### src/rtl/ula_seq_if.sv
// Operand/result bundle between the register-file read ports, the sequential ULA and write-back.
// Handshake: start is sampled only while busy=0; busy stays high until the done cycle; done pulses for one cycle.
interface ula_seq_if #(
    parameter int WIDTH = 8
) ();
    logic             start;
    logic [WIDTH-1:0] a;
    logic [WIDTH-1:0] b;
    logic [3:0]       select;
    logic             busy;
    logic             done;
    logic [WIDTH-1:0] s;
    logic             zero;
    logic             carry;
    logic             neg;
    logic [1:0]       state_dbg;

    modport master (
        output start, a, b, select,
        input  busy, done, s, zero, carry, neg, state_dbg
    );

    modport slave (
        input  start, a, b, select,
        output busy, done, s, zero, carry, neg, state_dbg
    );
endinterface

### src/rtl/ula_seq.sv
// Registered Redux-V ULA: single-cycle logic/arith/shift ops plus an iterative shift-add multiplier.
// s and flags are written only on the edge that enters DONE; state_dbg mirrors the FSM state.
module ula_seq #(
    parameter int WIDTH = 8,
    parameter int SHW   = $clog2(WIDTH)
) (
    input logic     clk,
    input logic     rst,
    ula_seq_if.slave bus
);
    typedef enum logic [1:0] {
        IDLE = 2'd0,
        MUL  = 2'd1,
        DONE = 2'd2
    } state_t;

    localparam logic [3:0]       OP_MUL   = 4'd8;
    localparam logic [WIDTH-1:0] W_B      = WIDTH[WIDTH-1:0];
    localparam logic [SHW-1:0]   CNT_LAST = SHW'(WIDTH - 1);

    state_t               state_q, state_d;
    logic [2*WIDTH-1:0]   acc, mcand, acc_next;
    logic [WIDTH-1:0]     mplier;
    logic [SHW-1:0]       cnt;
    logic [WIDTH-1:0]     alu_s, res_d, rot_amt;
    logic [WIDTH:0]       wide;
    logic                 alu_c, carry_d, load, write_res;
    logic [WIDTH-1:0]     s_q;
    logic                 zero_q, carry_q, neg_q;

    // Single-cycle ops work straight off the bus: they are latched and written on the same edge.
    always_comb begin
        alu_s   = '0;
        alu_c   = 1'b0;
        wide    = '0;
        rot_amt = '0;
        case (bus.select)
            4'd0: alu_s = ~bus.a;
            4'd1: alu_s = bus.a & bus.b;
            4'd2: alu_s = bus.a | bus.b;
            4'd3: alu_s = bus.a ^ bus.b;
            4'd4: begin
                wide  = {1'b0, bus.a} + {1'b0, bus.b};
                alu_s = wide[WIDTH-1:0];
                alu_c = wide[WIDTH];
            end
            4'd5: begin
                wide  = {1'b0, bus.a} - {1'b0, bus.b};
                alu_s = wide[WIDTH-1:0];
                alu_c = wide[WIDTH];
            end
            4'd6: alu_s = (bus.b >= W_B) ? '0 : (bus.a << bus.b);
            4'd7: alu_s = (bus.b >= W_B) ? '0 : (bus.a >> bus.b);
            4'd9: begin
                rot_amt = bus.b % W_B;
                alu_s   = (bus.a << rot_amt) | (bus.a >> (W_B - rot_amt));
            end
            default: alu_s = '0;
        endcase
    end

    assign acc_next = acc + (mplier[0] ? mcand : '0);

    always_comb begin
        state_d   = state_q;
        load      = 1'b0;
        write_res = 1'b0;
        res_d     = alu_s;
        carry_d   = alu_c;
        case (state_q)
            IDLE: begin
                if (bus.start) begin
                    load = 1'b1;
                    if (bus.select == OP_MUL) begin
                        state_d = MUL;
                    end else begin
                        state_d   = DONE;
                        write_res = 1'b1;
                    end
                end
            end
            MUL: begin
                if (cnt == CNT_LAST) begin
                    state_d   = DONE;
                    write_res = 1'b1;
                    res_d     = acc_next[WIDTH-1:0];
                    carry_d   = |acc_next[2*WIDTH-1:WIDTH];
                end
            end
            DONE:    state_d = IDLE;
            default: state_d = IDLE;
        endcase
    end

    always_ff @(posedge clk or posedge rst) begin
        if (rst) begin
            state_q <= IDLE;
        end else begin
            state_q <= state_d;
        end
    end

    always_ff @(posedge clk or posedge rst) begin
        if (rst) begin
            acc     <= '0;
            mcand   <= '0;
            mplier  <= '0;
            cnt     <= '0;
            s_q     <= '0;
            zero_q  <= 1'b0;
            carry_q <= 1'b0;
            neg_q   <= 1'b0;
        end else begin
            if (load) begin
                acc    <= '0;
                mcand  <= {{WIDTH{1'b0}}, bus.a};
                mplier <= bus.b;
                cnt    <= '0;
            end else if (state_q == MUL) begin
                acc    <= acc_next;
                mcand  <= mcand << 1;
                mplier <= mplier >> 1;
                cnt    <= cnt + 1'b1;
            end
            if (write_res) begin
                s_q     <= res_d;
                zero_q  <= (res_d == '0);
                carry_q <= carry_d;
                neg_q   <= res_d[WIDTH-1];
            end
        end
    end

    assign bus.busy      = (state_q != IDLE);
    assign bus.done      = (state_q == DONE);
    assign bus.s         = s_q;
    assign bus.zero      = zero_q;
    assign bus.carry     = carry_q;
    assign bus.neg       = neg_q;
    assign bus.state_dbg = state_q;
endmodule

### src/flat_wrapper.sv
// flat-port wrapper written by rule: the top's interface ports become plain ports
module ula_seq_flat 
#(
    parameter int WIDTH = 8,
    parameter int SHW   = $clog2(WIDTH)
)
  (clk, rst, bus_start, bus_a, bus_b, bus_select, bus_busy, bus_done, bus_s, bus_zero, bus_carry, bus_neg, bus_state_dbg);
  ula_seq_if #(.WIDTH(WIDTH)) bus_i ();
  input logic clk;
  input logic rst;
  input wire logic [$bits(bus_i.start)-1:0] bus_start;
  input wire logic [$bits(bus_i.a)-1:0] bus_a;
  input wire logic [$bits(bus_i.b)-1:0] bus_b;
  input wire logic [$bits(bus_i.select)-1:0] bus_select;
  output wire logic [$bits(bus_i.busy)-1:0] bus_busy;
  output wire logic [$bits(bus_i.done)-1:0] bus_done;
  output wire logic [$bits(bus_i.s)-1:0] bus_s;
  output wire logic [$bits(bus_i.zero)-1:0] bus_zero;
  output wire logic [$bits(bus_i.carry)-1:0] bus_carry;
  output wire logic [$bits(bus_i.neg)-1:0] bus_neg;
  output wire logic [$bits(bus_i.state_dbg)-1:0] bus_state_dbg;
  assign bus_i.start = bus_start;
  assign bus_i.a = bus_a;
  assign bus_i.b = bus_b;
  assign bus_i.select = bus_select;
  assign bus_busy = bus_i.busy;
  assign bus_done = bus_i.done;
  assign bus_s = bus_i.s;
  assign bus_zero = bus_i.zero;
  assign bus_carry = bus_i.carry;
  assign bus_neg = bus_i.neg;
  assign bus_state_dbg = bus_i.state_dbg;
  ula_seq #(.WIDTH(WIDTH), .SHW(SHW)) u_core (.clk(clk), .rst(rst), .bus(bus_i));
endmodule
### config.mk
export PLATFORM = sky130hd
export DESIGN_NAME = ula_seq_flat
export DESIGN_NICKNAME = d
export VERILOG_FILES = /design/src/rtl/ula_seq_if.sv /design/src/rtl/ula_seq.sv /design/src/flat_wrapper.sv
export SDC_FILE = /design/constraint.sdc
export NUM_CORES = 1
export LEC_CHECK = 0
export CAP_MARGIN = 20
export CORE_MARGIN = 10
export CORE_UTILIZATION = 56
export CTS_CLUSTER_DIAMETER = 40
export DETAILED_ROUTE_END_ITERATION = 6
export PLACE_DENSITY = 0.76
export SKIP_CTS_REPAIR_TIMING = 1
export SYNTH_ARGS = -nofsm -noshare
export SYNTH_HDL_FRONTEND = slang
export SYNTH_SLANG_ARGS = --single-unit
### constraint.sdc
create_clock -name clk -period 4.04 [get_ports clk]
set_clock_uncertainty 0.1 [all_clocks]
set_input_delay 0.404 -clock clk [delete_from_list [all_inputs] [get_ports clk]]
set_output_delay 0.404 -clock clk [all_outputs]
set_load 0.05 [all_outputs]
**Word-level counts from Yosys, hierarchy flattened**

Cells that the tools add are included.

- Flip-flop bits (word level): 56
- Input port bits: 23

- Add/sub/neg operators: 5
- Magnitude comparators: 1
- Eq/ne operators: 14
- Shift-type cells: 4
- Multiplexer cells: 27
- Bitwise logic cells: 5
- Reductions and logical operators: 7

Operators with widths:

| kind | count |
|---|---|
| $mux 16 | 5 |
| $pmux 8 s9 | 1 |
| $mux 8 | 6 |
| $add 16x16->16 | 1 |
| $eq 4x3->1 const B | 4 |
| $or 8x8->8 | 2 |
| $shr 8x8->8 | 2 |
| $add 8x8->9 | 1 |
| $sub 8x8->9 | 1 |
| $and 8x8->8 | 1 |
| $eq 4x2->1 const B | 2 |
| $eq 4x4->1 const B | 2 |
| $ge 8x4->1 const B | 1 |
| $logic_not 8->1 | 1 |
| $not 8->8 | 1 |
| $reduce_or 8->1 | 1 |
| $shl 8x3->8 | 1 |
| $shl 8x8->8 | 1 |
| $xor 8x8->8 | 1 |
| $mux 1 | 7 |
| $mux 2 | 3 |
| $mux 3 | 2 |
| $sub 4x3->5 const A | 1 |
| $eq 4x1->1 const B | 1 |
| 12 further kinds | 14 |

**Logic depth before layout (Yosys ltp)**

Gate-level depths: netlist of run 1.

- Depth after elaboration: 7
- Depth in mapped cells: 13

**Least setup slack after synthesis of run 1**

Ideal clock, no wire load.

- Path type: input to register
- From: input bus_b[0]
- To: register u_core.zero_q (netlist: u_core.bus.zero)
- Setup time: 0.068 ns
- Arrival: 2.935 ns
- Slack: 0.937 ns
- Cell stages on the path: 11
- Cells stage by stage: buf_4 buf_4 inv_1 ha_1 clkbuf_2 mux4_2 a221o_1 a311oi_2 o2111ai_1 nor4_1 a32o_1

- Longest elaborated chain between the ends: 7
- Elaborated cells on any way between the ends: 18
- Classes of those cells: add/sub: 3; order compare: 1; shift: 4; mux: 5; bitwise: 4; reduce/logical: 1

Ends and longest elaborated chain:

| item | RTL line | source |
|---|---|---|
| start, declared | flat_wrapper.sv:13 | `input wire logic [$bits(bus_i.b)-1:0] bus_b;` |
| $sub 4x3->5 | ula_seq.sv:56 | `alu_s = (bus.a << rot_amt) \| (bus.a >> (W_B - rot_amt));` |
| $shr 8x8->8 | ula_seq.sv:56 |  |
| $or 8x8->8 | ula_seq.sv:56 |  |
| $pmux 8 s9 (*) | ula_seq.sv:37 | `case (bus.select)` |
| $mux 8 | ula_seq.sv:83 | `if (cnt == CNT_LAST) begin` |
| $mux 8 (*) | ula_seq.sv:70 | `case (state_q)` |
| $logic_not 8->1 (*) | ula_seq.sv:127 | `zero_q <= (res_d == '0);` |
| end signal, assigned | ula_seq.sv:127 |  |
| end, declared | ula_seq.sv:29 | `logic zero_q, carry_q, neg_q;` |

Every way passes the cells marked *; elsewhere a longest branch is shown, timed or not.
A chain may end at the register's enable or synchronous reset.

**Final worst setup path of run 1**

- From: input bus_a[0]
- To: register u_core.zero_q (netlist: u_core.bus.zero)

- Longest elaborated chain between the ends: 6
- Elaborated cells on any way between the ends: 17
- Classes of those cells: add/sub: 2; shift: 4; mux: 5; bitwise: 5; reduce/logical: 1

Ends and longest elaborated chain:

| item | RTL line | source |
|---|---|---|
| start, declared | flat_wrapper.sv:12 | `input wire logic [$bits(bus_i.a)-1:0] bus_a;` |
| branches (longest 2 deep; another with $sub 8x8->9) | n/a |  |
| $pmux 8 s9 (*) | ula_seq.sv:37 |  |
| $mux 8 | ula_seq.sv:83 |  |
| $mux 8 (*) | ula_seq.sv:70 |  |
| $logic_not 8->1 (*) | ula_seq.sv:127 |  |

Every way passes the cells marked *.

==> flow_summary_export.csv, run 1 <==
group,metric,value,unit
outcome,status,"finished clean",
yosys,synth_top_cell_area_share,0.255,
timing,rsz0062_at_grt,"no",
drt,wire_per_inst,19.1,um
setup_path,cp.arrival,3.67,ns
setup_path,cp_common_cell,"inv_1",
timing,period_needed,3.52,ns
timing,tightestPinTransition,0.783,ns
setup_path,reg2reg_slack,0.78,ns
floorplanning,die_w,118,um
power,p_leak,2.62,nW
power,ir_worst_vdd,158,uV
power,p_per_area,286,nW/um2
global_routing,grt_pass1_wl,25200,um
yosys,async_reset_ff_frac,1.00,
setup_path,r2r-start,"u_core.mplier[0]",
worst_hold_path,hp-class,"input port to asynchronous set/reset pin",
floorplanning,core,9330,um2
flow_run,cap_violations,0,
drt,met1_length,6620,um
timing,slew_headroom,0.476,
setup_path,critPathMaxStageDelay,0.61,ns
setup_path,timing.rr.end,"u_core.bus.carry",
timing,drv_slew,0,
drt,initialDrtViolationCount,566,
yosys,synth_cell_types,73,
final_layout,fin_util,0.636,
final_layout,nets,737,
placed_design,io_buffers,37,
clock_tree,cts.sink_count,55,
final_layout,stdcell_area,5930,um2
placed_design,place.gp.congestion,1.04,
setup_path,cp_cell_sequence,"clkdlybuf4s50_1, inv_1, ha_1, inv_1, fa_1, nand2b_1, a21oi_1, o211a_1, or3_1, nor3_1, o2111ai_1, nor4_1, a32o_1",
drt,final_antenna_net_count,0,
yosys,ys_warn_count,0,
yosys,seq_area_frac_synth,0.255,
timing,hold_viol,0,
yosys,ys_ff_latch,55,
drt,viasPerCell,6.33,
clock_tree,cts_buffer_depth,2,
final_layout,synthToLayoutAreaGrowth,10.0,%
yosys,yosysMostFrequentCell,"nand2_1",
floorplanning,start_util,0.578,
yosys,synth_area,5400,um2
yosys,yosys-top-cells-count,"nand2_1 (98), dfrtp_1 (55), ha_1 (44), inv_1 (42), o21ai_0 (39)",
setup_path,r2r.worst_path.cells,12,
global_routing,antenna_found_initial,0,
setup_path,path_max_fanout,10,
clock_tree,tritoncts,"done",
clock_tree,clk_root_buffer_cell,"clkbuf_8",
timing,finalSetupViolCount,0,
drt,top_layer,"met4",
drt,dr_wl_met2,7370,um
placed_design,hpwlAfterDp,11700,um
global_routing,grt_usage,0.212,
setup_path,critical_path_class,"input port to register",
floorplanning,num_rows,35,
yosys,synth_ff_type,"dfrtp_1",
timing,fmax,284,MHz
global_routing,grt_overflow,0,
drt,wl_met3,901,um
yosys,avgSynthCellArea,8.44,um2
yosys,synth_enable_flop_cells,0,
yosys,synth_cells,639,
setup_path,endpoint_kind,"register",
setup_path,start_kind,"input port",
clock_tree,cts.clk_slew.worst_paths,0.11,ns
yosys,yosys.area.top_type,"dfrtp_1",
floorplanning,io_pins,38,
floorplanning,die_y,118,um
drt,drc,0,
yosys,synthesis.nets,709,
floorplanning,dieArea,14000,um2
final_layout,antennaDiodeCount,0,
clock_tree,cts_max_level,2,
timing,tns,0,ns
setup_path,worstPathRequired,4.19,ns
drt,vias,5042,
yosys,synth_area_leaders,"dfrtp_1 (26%), ha_1 (10%), nand2_1 (6.8%), mux4_2 (4.2%), o21ai_0 (3.6%)",
placed_design,post_dp_cell_area,5820,um2
final_layout,drive_gt1_frac,0.0958,
drt,wl,15200,um
clock_tree,cts_buffers,5,
drt,firstDrtPassIters,6,
timing,finalCritPeriodShare,0.870,
global_routing,grt_max_degree,47,
setup_path,slowest_stage,"clkdlybuf4s50_1",
clock_tree,clk_latency,0.32,ns
global_routing,grt_pass1_vias,4870,
[placed cells by master, fill, tap and decap left out, types with 8 or more instances in the layout]
| master | n |
|---|---|
| a211oi_1 | 8 |
| a21oi_1 | 27 |
| a22oi_1 | 19 |
| and2_1 | 15 |
| buf_4 | 21 |
| clkdlybuf4s50_1 | 37 |
| dfrtp_1 | 55 |
| ha_1 | 44 |
| inv_1 | 41 |
| mux2_2 | 9 |
| mux2i_1 | 19 |
| mux4_2 | 10 |
| nand2_1 | 98 |
| nand2b_1 | 8 |
| nand3_1 | 10 |
| nor2_1 | 34 |
| nor3_1 | 15 |
| o21ai_0 | 39 |
| o22ai_1 | 12 |
| xnor2_1 | 14 |
[critical path, delay by kind of cell]
kind | cells | cell delay (ns)
AND/OR/NAND/NOR | 4 | 1.09
AO/OA/AOI/OAI | 4 | 0.69
buffers and inverters | 3 | 0.87
adder cells (fa/ha/maj) | 2 | 0.61
[worst max path at each step]
| stage | start | to |
|---|---|---|
| final | bus_a[0] | u_core.bus.zero |
| after global routing | bus_a[0] | u_core.bus.zero |
| after CTS | bus_a[0] | u_core.bus.zero |
| after detailed placement | bus_a[0] | u_core.bus.zero |
| after global placement | bus_a[0] | u_core.bus.zero |
| after floorplan | bus_b[0] | u_core.bus.zero |
[registers in the layout, summed over array words and instances (netlist names)]
register	count
u_core.bus.neg	1
u_core.mplier	8
u_core.bus.carry	1
u_core.cnt	3
u_core.bus.s	7
u_core.bus.zero	1
u_core.mcand	16
u_core.bus.state_dbg	2
u_core.acc	16
[cells by family (layout without fill, tap and decap cells)]
| logic type | Yosys count | count (layout) | share of synthesized area |
|---|---|---|---|
| AND/OR/NAND/NOR | 222 | 222 | 0.199 |
| buffers and inverters | 81 | 110 | 0.0788 |
| adder cells (fa/ha/maj) | 47 | 47 | 0.113 |
| multiplexers | 39 | 39 | 0.101 |
| flip-flops | 55 | 55 | 0.255 |
| AO/OA/AOI/OAI | 178 | 178 | 0.226 |
| XOR/XNOR | 17 | 17 | 0.0276 |
[per-stage QoR]
step	hold WS [ns]	instances	power [mW]	worst slack, ns
4_1_cts	0.391	796	1.69	0.589
3_5_place_dp	0.366	788	1.38	0.283
2_1_floorplan	0.346	639	1.16	0.937
3_3_place_gp	0.361	788	1.37	0.351
6_report	0.227	797	1.70	0.524
5_1_grt	0.246	797	1.80	0.287
[per-layer routing]
layer	track usage	vias to the layer above
li1	-	2379
met5	0	-
met4	0.0533	0
met1	0.286	2418
met3	0.0195	30
met2	0.355	215
[where the power goes]
part	leakage [nW]	switching [mW]	internal [mW]
Clock	0.0485	0.197	0.125
Combinational	1.85	0.439	0.269
Sequential	0.723	0.0497	0.618
[cell type report]
type | instances | area (um2)
multi-input combinational | 503 | 3600
fill | 833 | 3390
sequential | 55 | 1380
timing repair buffer | 59 | 548
inverter | 43 | 161
tap | 129 | 161
clock buffer | 5 | 68.8
clock inverter | 3 | 22.5
(Power assumes the default switching activity.)
==> run 2, diff against run 1 <==
DONT_BUFFER_PORTS = 1   (was unset)
PLACE_DENSITY = 0.71   (was 0.76)
==> run 2 against run 1 <==
  * Non-clock buffer count decreased by 52
  * Utilization decreased by 5.2 points
  * Register-to-register slack got worse by 0.09 ns
  * Die area unchanged
  * Clock power increased by 12%
  * Worst hold slack got worse by 0.17 ns
  * Flip-flop and latch count unchanged
  * Via count decreased by 3.1%
  * First-iteration DRC count decreased by 22%
==> flow_summary_export.csv, run 2 (same netlist as run 1, synthesis figures left out) <==
group,metric,value,unit
setup_path,reg2reg_slack,0.69,ns
clock_tree,cts_max_level,2,
final_layout,reg.largest.list,"u_core.acc x16, u_core.mcand x16, u_core.mplier x8",
final_layout,nets,685,
floorplanning,dieArea,14000,um2
floorplanning,io_pins,38,
setup_path,critical_path_class,"register to register",
power,ir_worst_vdd,173,uV
timing,tns,0,ns
clock_tree,clk_latency,0.31,ns
drt,drc,0,
setup_path,r2r-start,"u_core.mplier[0]",
drt,initialDrtViolationCount,441,
worst_hold_path,hp-class,"input port to asynchronous set/reset pin",
clock_tree,clk_root_buffer_cell,"clkbuf_8",
power,p_leak,2.41,nW
clock_tree,tritoncts,"done",
clock_tree,cts.sink_count,55,
timing,fin_ws,0.690,ns
timing,slew_headroom,0.380,
placed_design,io_buffers,0,
setup_path,slowest_stage,"dfrtp_1",
setup_path,cp_cell_sequence,"and2_1, ha_1, inv_1, fa_1, nor2b_1, o31a_1, o21ai_0, a2111oi_0, o21a_1, o21a_1, o2111ai_1, o41a_1",
floorplanning,core,9330,um2
setup_path,path_max_fanout,17,
timing,finalSetupViolCount,0,
drt,viasPerCell,6.57,
final_layout,fin_util,0.584,
placed_design,place.gp.congestion,0.957,
global_routing,grt_overflow,0,
timing,fmax,298,MHz
final_layout,synthToLayoutAreaGrowth,1.02,%
drt,firstDrtPassIters,5,
drt,final_antenna_net_count,0,
placed_design,hpwlAfterDp,11100,um
global_routing,grt_usage,0.208,
setup_path,cp_common_cell,"o21a_1",
setup_path,start_kind,"register",
outcome,status,"finished clean",
floorplanning,die_w,118,um
final_layout,antennaDiodeCount,0,
setup_path,critPathMaxStageDelay,0.60,ns
setup_path,timing.rr.end,"u_core.bus.carry",
setup_path,endpoint_kind,"register",
placed_design,dpl_worst_slack,0.740,ns
floorplanning,num_rows,35,
global_routing,grt_max_degree,56,
setup_path,worstPathRequired,4.13,ns
final_layout,final_common_cell,"nand2_1",
setup_path,r2r.worst_path.cells,12,
drt,vias,4886,
timing,hold_viol,0,
floorplanning,start_util,0.578,
timing,tightestPinTransition,0.922,ns
final_layout,drive_gt1_frac,0.0764,
timing,finalCritPeriodShare,0.829,
power,p_per_area,295,nW/um2
clock_tree,cts_buffer_depth,2,
global_routing,grt_pass1_vias,4695,
timing,rsz0062_at_grt,"no",
flow_run,cap_violations,0,
final_layout,layout_common_cells,"nand2_1 (98), dfrtp_1 (55), ha_1 (44)",
timing,drv_slew,0,
floorplanning,die_y,118,um
global_routing,antenna_found_initial,0,
global_routing,grt_pass1_wl,24400,um
setup_path,cp.arrival,3.44,ns
clock_tree,cts.clk_slew.worst_paths,0.10,ns
timing,period_needed,3.35,ns
drt,wire_per_inst,20.0,um
final_layout,fillerInstances,858,
drt,wl,14900,um
clock_tree,cts_buffers,5,
run 2: changes by cell type in the layout (fill, tap and decap cells not counted):
cell             change
clkinv_4             -1
bufinv_16            +1
buf_12               -1
buf_4               -14
clkdlybuf4s50_1     -37
clkbuf_1             +1
clkinv_2             -1
inv_6                -1
run 2: per-stage QoR:
| stage | power (mW) | cells | cell area, um2 | hold WS (ns) |
|---|---|---|---|---|
| after floorplan | 1.16 | 639 | 5400 | 0.346 |
| after global placement | 1.24 | 737 | 5350 | 0.360 |
| after detailed placement | 1.25 | 737 | 5350 | 0.369 |
| after CTS | 1.60 | 744 | 5450 | 0.0952 |
| after global routing | 1.70 | 744 | 5450 | 0.119 |
| final | 1.61 | 744 | 5450 | 0.0581 |
run 2: per-layer routing:
layer | global-route usage | vias to the layer above | routed length [um]
li1 | - | 2290 | -
met1 | 0.259 | 2312 | 6200
met2 | 0.330 | 229 | 6790
met3 | 0.0328 | 55 | 1040
met4 | 0.128 | 0 | 884
met5 | 0 | - | 0
run 2: where the power goes:
part | leakage (nW) | switching, mW | internal (mW)
Combinational | 1.63 | 0.284 | 0.192
Clock | 0.0513 | 0.178 | 0.182
Sequential | 0.723 | 0.155 | 0.616
run 2: how the worst max path moves through the flow:
stage	startpoint	endpoint	slack (ns)	depth (start not counted)
2_1_floorplan	bus_b[0]	u_core.bus.zero	0.94	11
3_3_place_gp	u_core.mplier[0]	u_core.bus.carry	0.88	12
3_5_place_dp	u_core.mplier[0]	u_core.bus.carry	0.74	12
4_1_cts	u_core.mplier[0]	u_core.bus.carry	0.73	12
5_1_grt	u_core.mplier[0]	u_core.bus.carry	0.37	12
6_report	u_core.mplier[0]	u_core.bus.carry	0.69	12
run 2: area by class of cell:
type,instances,area [um2],area share
timing repair buffer,7,52.6,0.00964
tap,129,161,0.0296
clock buffer,6,72.6,0.0133
clock inverter,1,30.0,0.00551
inverter,43,161,0.0296
multi-input combinational,503,3600,0.660
sequential,55,1380,0.253
run 2: critical path, delay by kind of cell, from the launching register on:
family / cells / cell delay [ns]
AO/OA/AOI/OAI: 7 / 1.48
adder cells (fa/ha/maj): 2 / 0.59
buffers and inverters: 1 / 0.07
flip-flops: 1 / 0.60
AND/OR/NAND/NOR: 2 / 0.39
==> run 3, diff against run 2 <==
clock period = 3.2 ns   (was 4.04 ns; I/O delays follow)
==> run 3 against run 2 <==
  * Total power increased by 24%
  * Utilization increased by 0.86 points
  * Via count decreased by 1.1%
  * Global-route usage increased by 0.37 points
  * Sequential power increased by 25%
  * Critical endpoint unchanged
  * Critical path type unchanged
  * Sequential share of layout area decreased by 0.37 points
  * Register-to-register slack got worse by 0.47 ns
  * Clock-buffer cell count decreased by 1
  * Die area unchanged
==> flow_summary_export.csv, run 3 (same netlist as run 1, synthesis figures left out) <==
group,metric,value,unit
outcome,status,"finished clean",
final_layout,antennaDiodeCount,0,
setup_path,worstPathRequired,3.30,ns
final_layout,drive_gt1_frac,0.101,
clock_tree,cts_max_level,2,
timing,finalSetupViolCount,0,
worst_hold_path,hp-class,"input port to register",
power,switching_power,811,uW
drt,vias,4833,
placed_design,place.gp.congestion,0.947,
clock_tree,clk_root_buffer_cell,"clkbuf_8",
timing,hold_viol,0,
global_routing,grt_pass1_vias,4732,
drt,viasPerCell,6.41,
floorplanning,start_util,0.578,
drt,wire_per_inst,20.2,um
clock_tree,tritoncts,"done",
setup_path,critical_path_class,"register to register",
drt,firstDrtPassIters,5,
timing,finalCritPeriodShare,0.930,
timing,drv_slew,0,
drt,initialDrtViolationCount,512,
floorplanning,num_rows,35,
final_layout,reg.largest.list,"u_core.acc x16, u_core.mcand x16, u_core.mplier x8",
timing,period_needed,2.98,ns
setup_path,r2r-start,"u_core.mplier[0]",
global_routing,antenna_found_initial,0,
final_layout,synthToLayoutAreaGrowth,2.50,%
placed_design,hpwlAfterDp,11600,um
floorplanning,die_w,118,um
setup_path,slowest_stage,"o41a_1",
placed_design,io_buffers,0,
clock_tree,cts.sink_count,55,
timing,whs,0.0156,ns
floorplanning,io_pins,38,
drt,final_antenna_net_count,0,
final_layout,nets,694,
flow_run,cap_violations,0,
power,combPwrFrac,0.316,
final_layout,final_common_cell,"nand2_1",
power,pwr-share-seq,0.481,
final_layout,fin_util,0.593,
setup_path,critPathMaxStageDelay,0.43,ns
power,switching_share,0.405,
setup_path,r2r.worst_path.cells,11,
timing,slew_headroom,0.393,
timing,fmax,336,MHz
setup_path,cp_cell_sequence,"buf_4, and2_1, ha_1, o21a_1, o31a_1, o211ai_1, nand2_1, a211o_1, mux2_2, nand4_1, o41a_1",
setup_path,cp.arrival,3.08,ns
floorplanning,core,9330,um2
worst_hold_path,worst_hold_path.endpoint,"u_core.mplier[7]",
power,clock_power_share,0.203,
power,ir_worst_vdd,197,uV
global_routing,grt_usage,0.211,
clock_tree,cts_buffers,5,
clock_tree,cts_buffer_depth,2,
clock_tree,clk_latency,0.32,ns
placed_design,post_dp_cell_area,5410,um2
worst_hold_path,min_from,"bus_b[7]",
floorplanning,dieArea,14000,um2
drt,wl,15200,um
final_layout,layout_common_cells,"nand2_1 (98), dfrtp_1 (55), ha_1 (43)",
final_layout,stdcell_area,5530,um2
clock_tree,cts.clk_slew.worst_paths,0.11,ns
timing,rsz0062_at_grt,"no",
drt,drc,0,
final_layout,fillerInstances,856,
setup_path,timing.rr.end,"u_core.bus.carry",
power,p_per_area,362,nW/um2
power,intPower,1.19,mW
global_routing,grt_pass1_wl,24800,um
setup_path,endpoint_kind,"register",
worst_hold_path,hold_depth,2,
global_routing,grt_overflow,0,
timing,tightestPinTransition,0.911,ns
setup_path,reg2reg_slack,0.22,ns
floorplanning,die_y,118,um
power,p_leak,2.45,nW
setup_path,path_max_fanout,14,
setup_path,start_kind,"register",
global_routing,grt_max_degree,43,
timing,tns,0,ns
-- run 3: final cells by class --
class	instances	area, um2	share of cell area
multi-input combinational	503	3620	0.654
tap	129	161	0.0292
clock buffer	5	68.8	0.0124
inverter	43	161	0.0292
timing repair buffer	16	123	0.0222
sequential	55	1380	0.249
clock inverter	3	22.5	0.00407
-- run 3: power by group through the flow --
stage | Clock [mW] | Sequential (mW) | Combinational (mW)
6_report | 0.406 | 0.962 | 0.632
5_1_grt | 0.437 | 0.973 | 0.701
4_1_cts | 0.412 | 0.963 | 0.621
3_5_place_dp | 0 | 0.977 | 0.618
3_3_place_gp | 0 | 0.974 | 0.607
2_1_floorplan | 0 | 0.947 | 0.519
-- run 3: per-stage QoR --
step	instances	power [mW]	setup WS, ns
2_1_floorplan	639	1.47	0.160
3_3_place_gp	745	1.58	0.263
3_5_place_dp	745	1.59	0.204
4_1_cts	753	2.00	0.170
5_1_grt	754	2.11	0.0267
6_report	754	2.00	0.224
-- run 3: worst max-delay path by stage --
stage	start	endpoint	slack, ns
after floorplan	u_core.mplier[0]	u_core.bus.carry	0.16
after global placement	bus_a[0]	u_core.bus.zero	0.26
after detailed placement	u_core.mplier[0]	u_core.bus.carry	0.20
after CTS	u_core.mplier[0]	u_core.bus.carry	0.17
after global routing	u_core.mplier[0]	u_core.bus.carry	0.03
final	u_core.mplier[0]	u_core.bus.carry	0.22
-- run 3: critical path, delay by kind of cell, from the launching register on --
family / cells / cell delay, ns
compound gates: 5 / 1.24
flops: 1 / 0.41
simple gates: 3 / 0.38
fa+ha+maj: 1 / 0.32
mux: 1 / 0.23
buf+inv: 1 / 0.18
-- run 3: metal layers --
layer | part of all wire | track usage
met2 | 0.47 | 0.349
met3 | 0.072 | 0.0347
met5 | 0 | 0
met4 | 0.043 | 0.102
met1 | 0.41 | 0.262
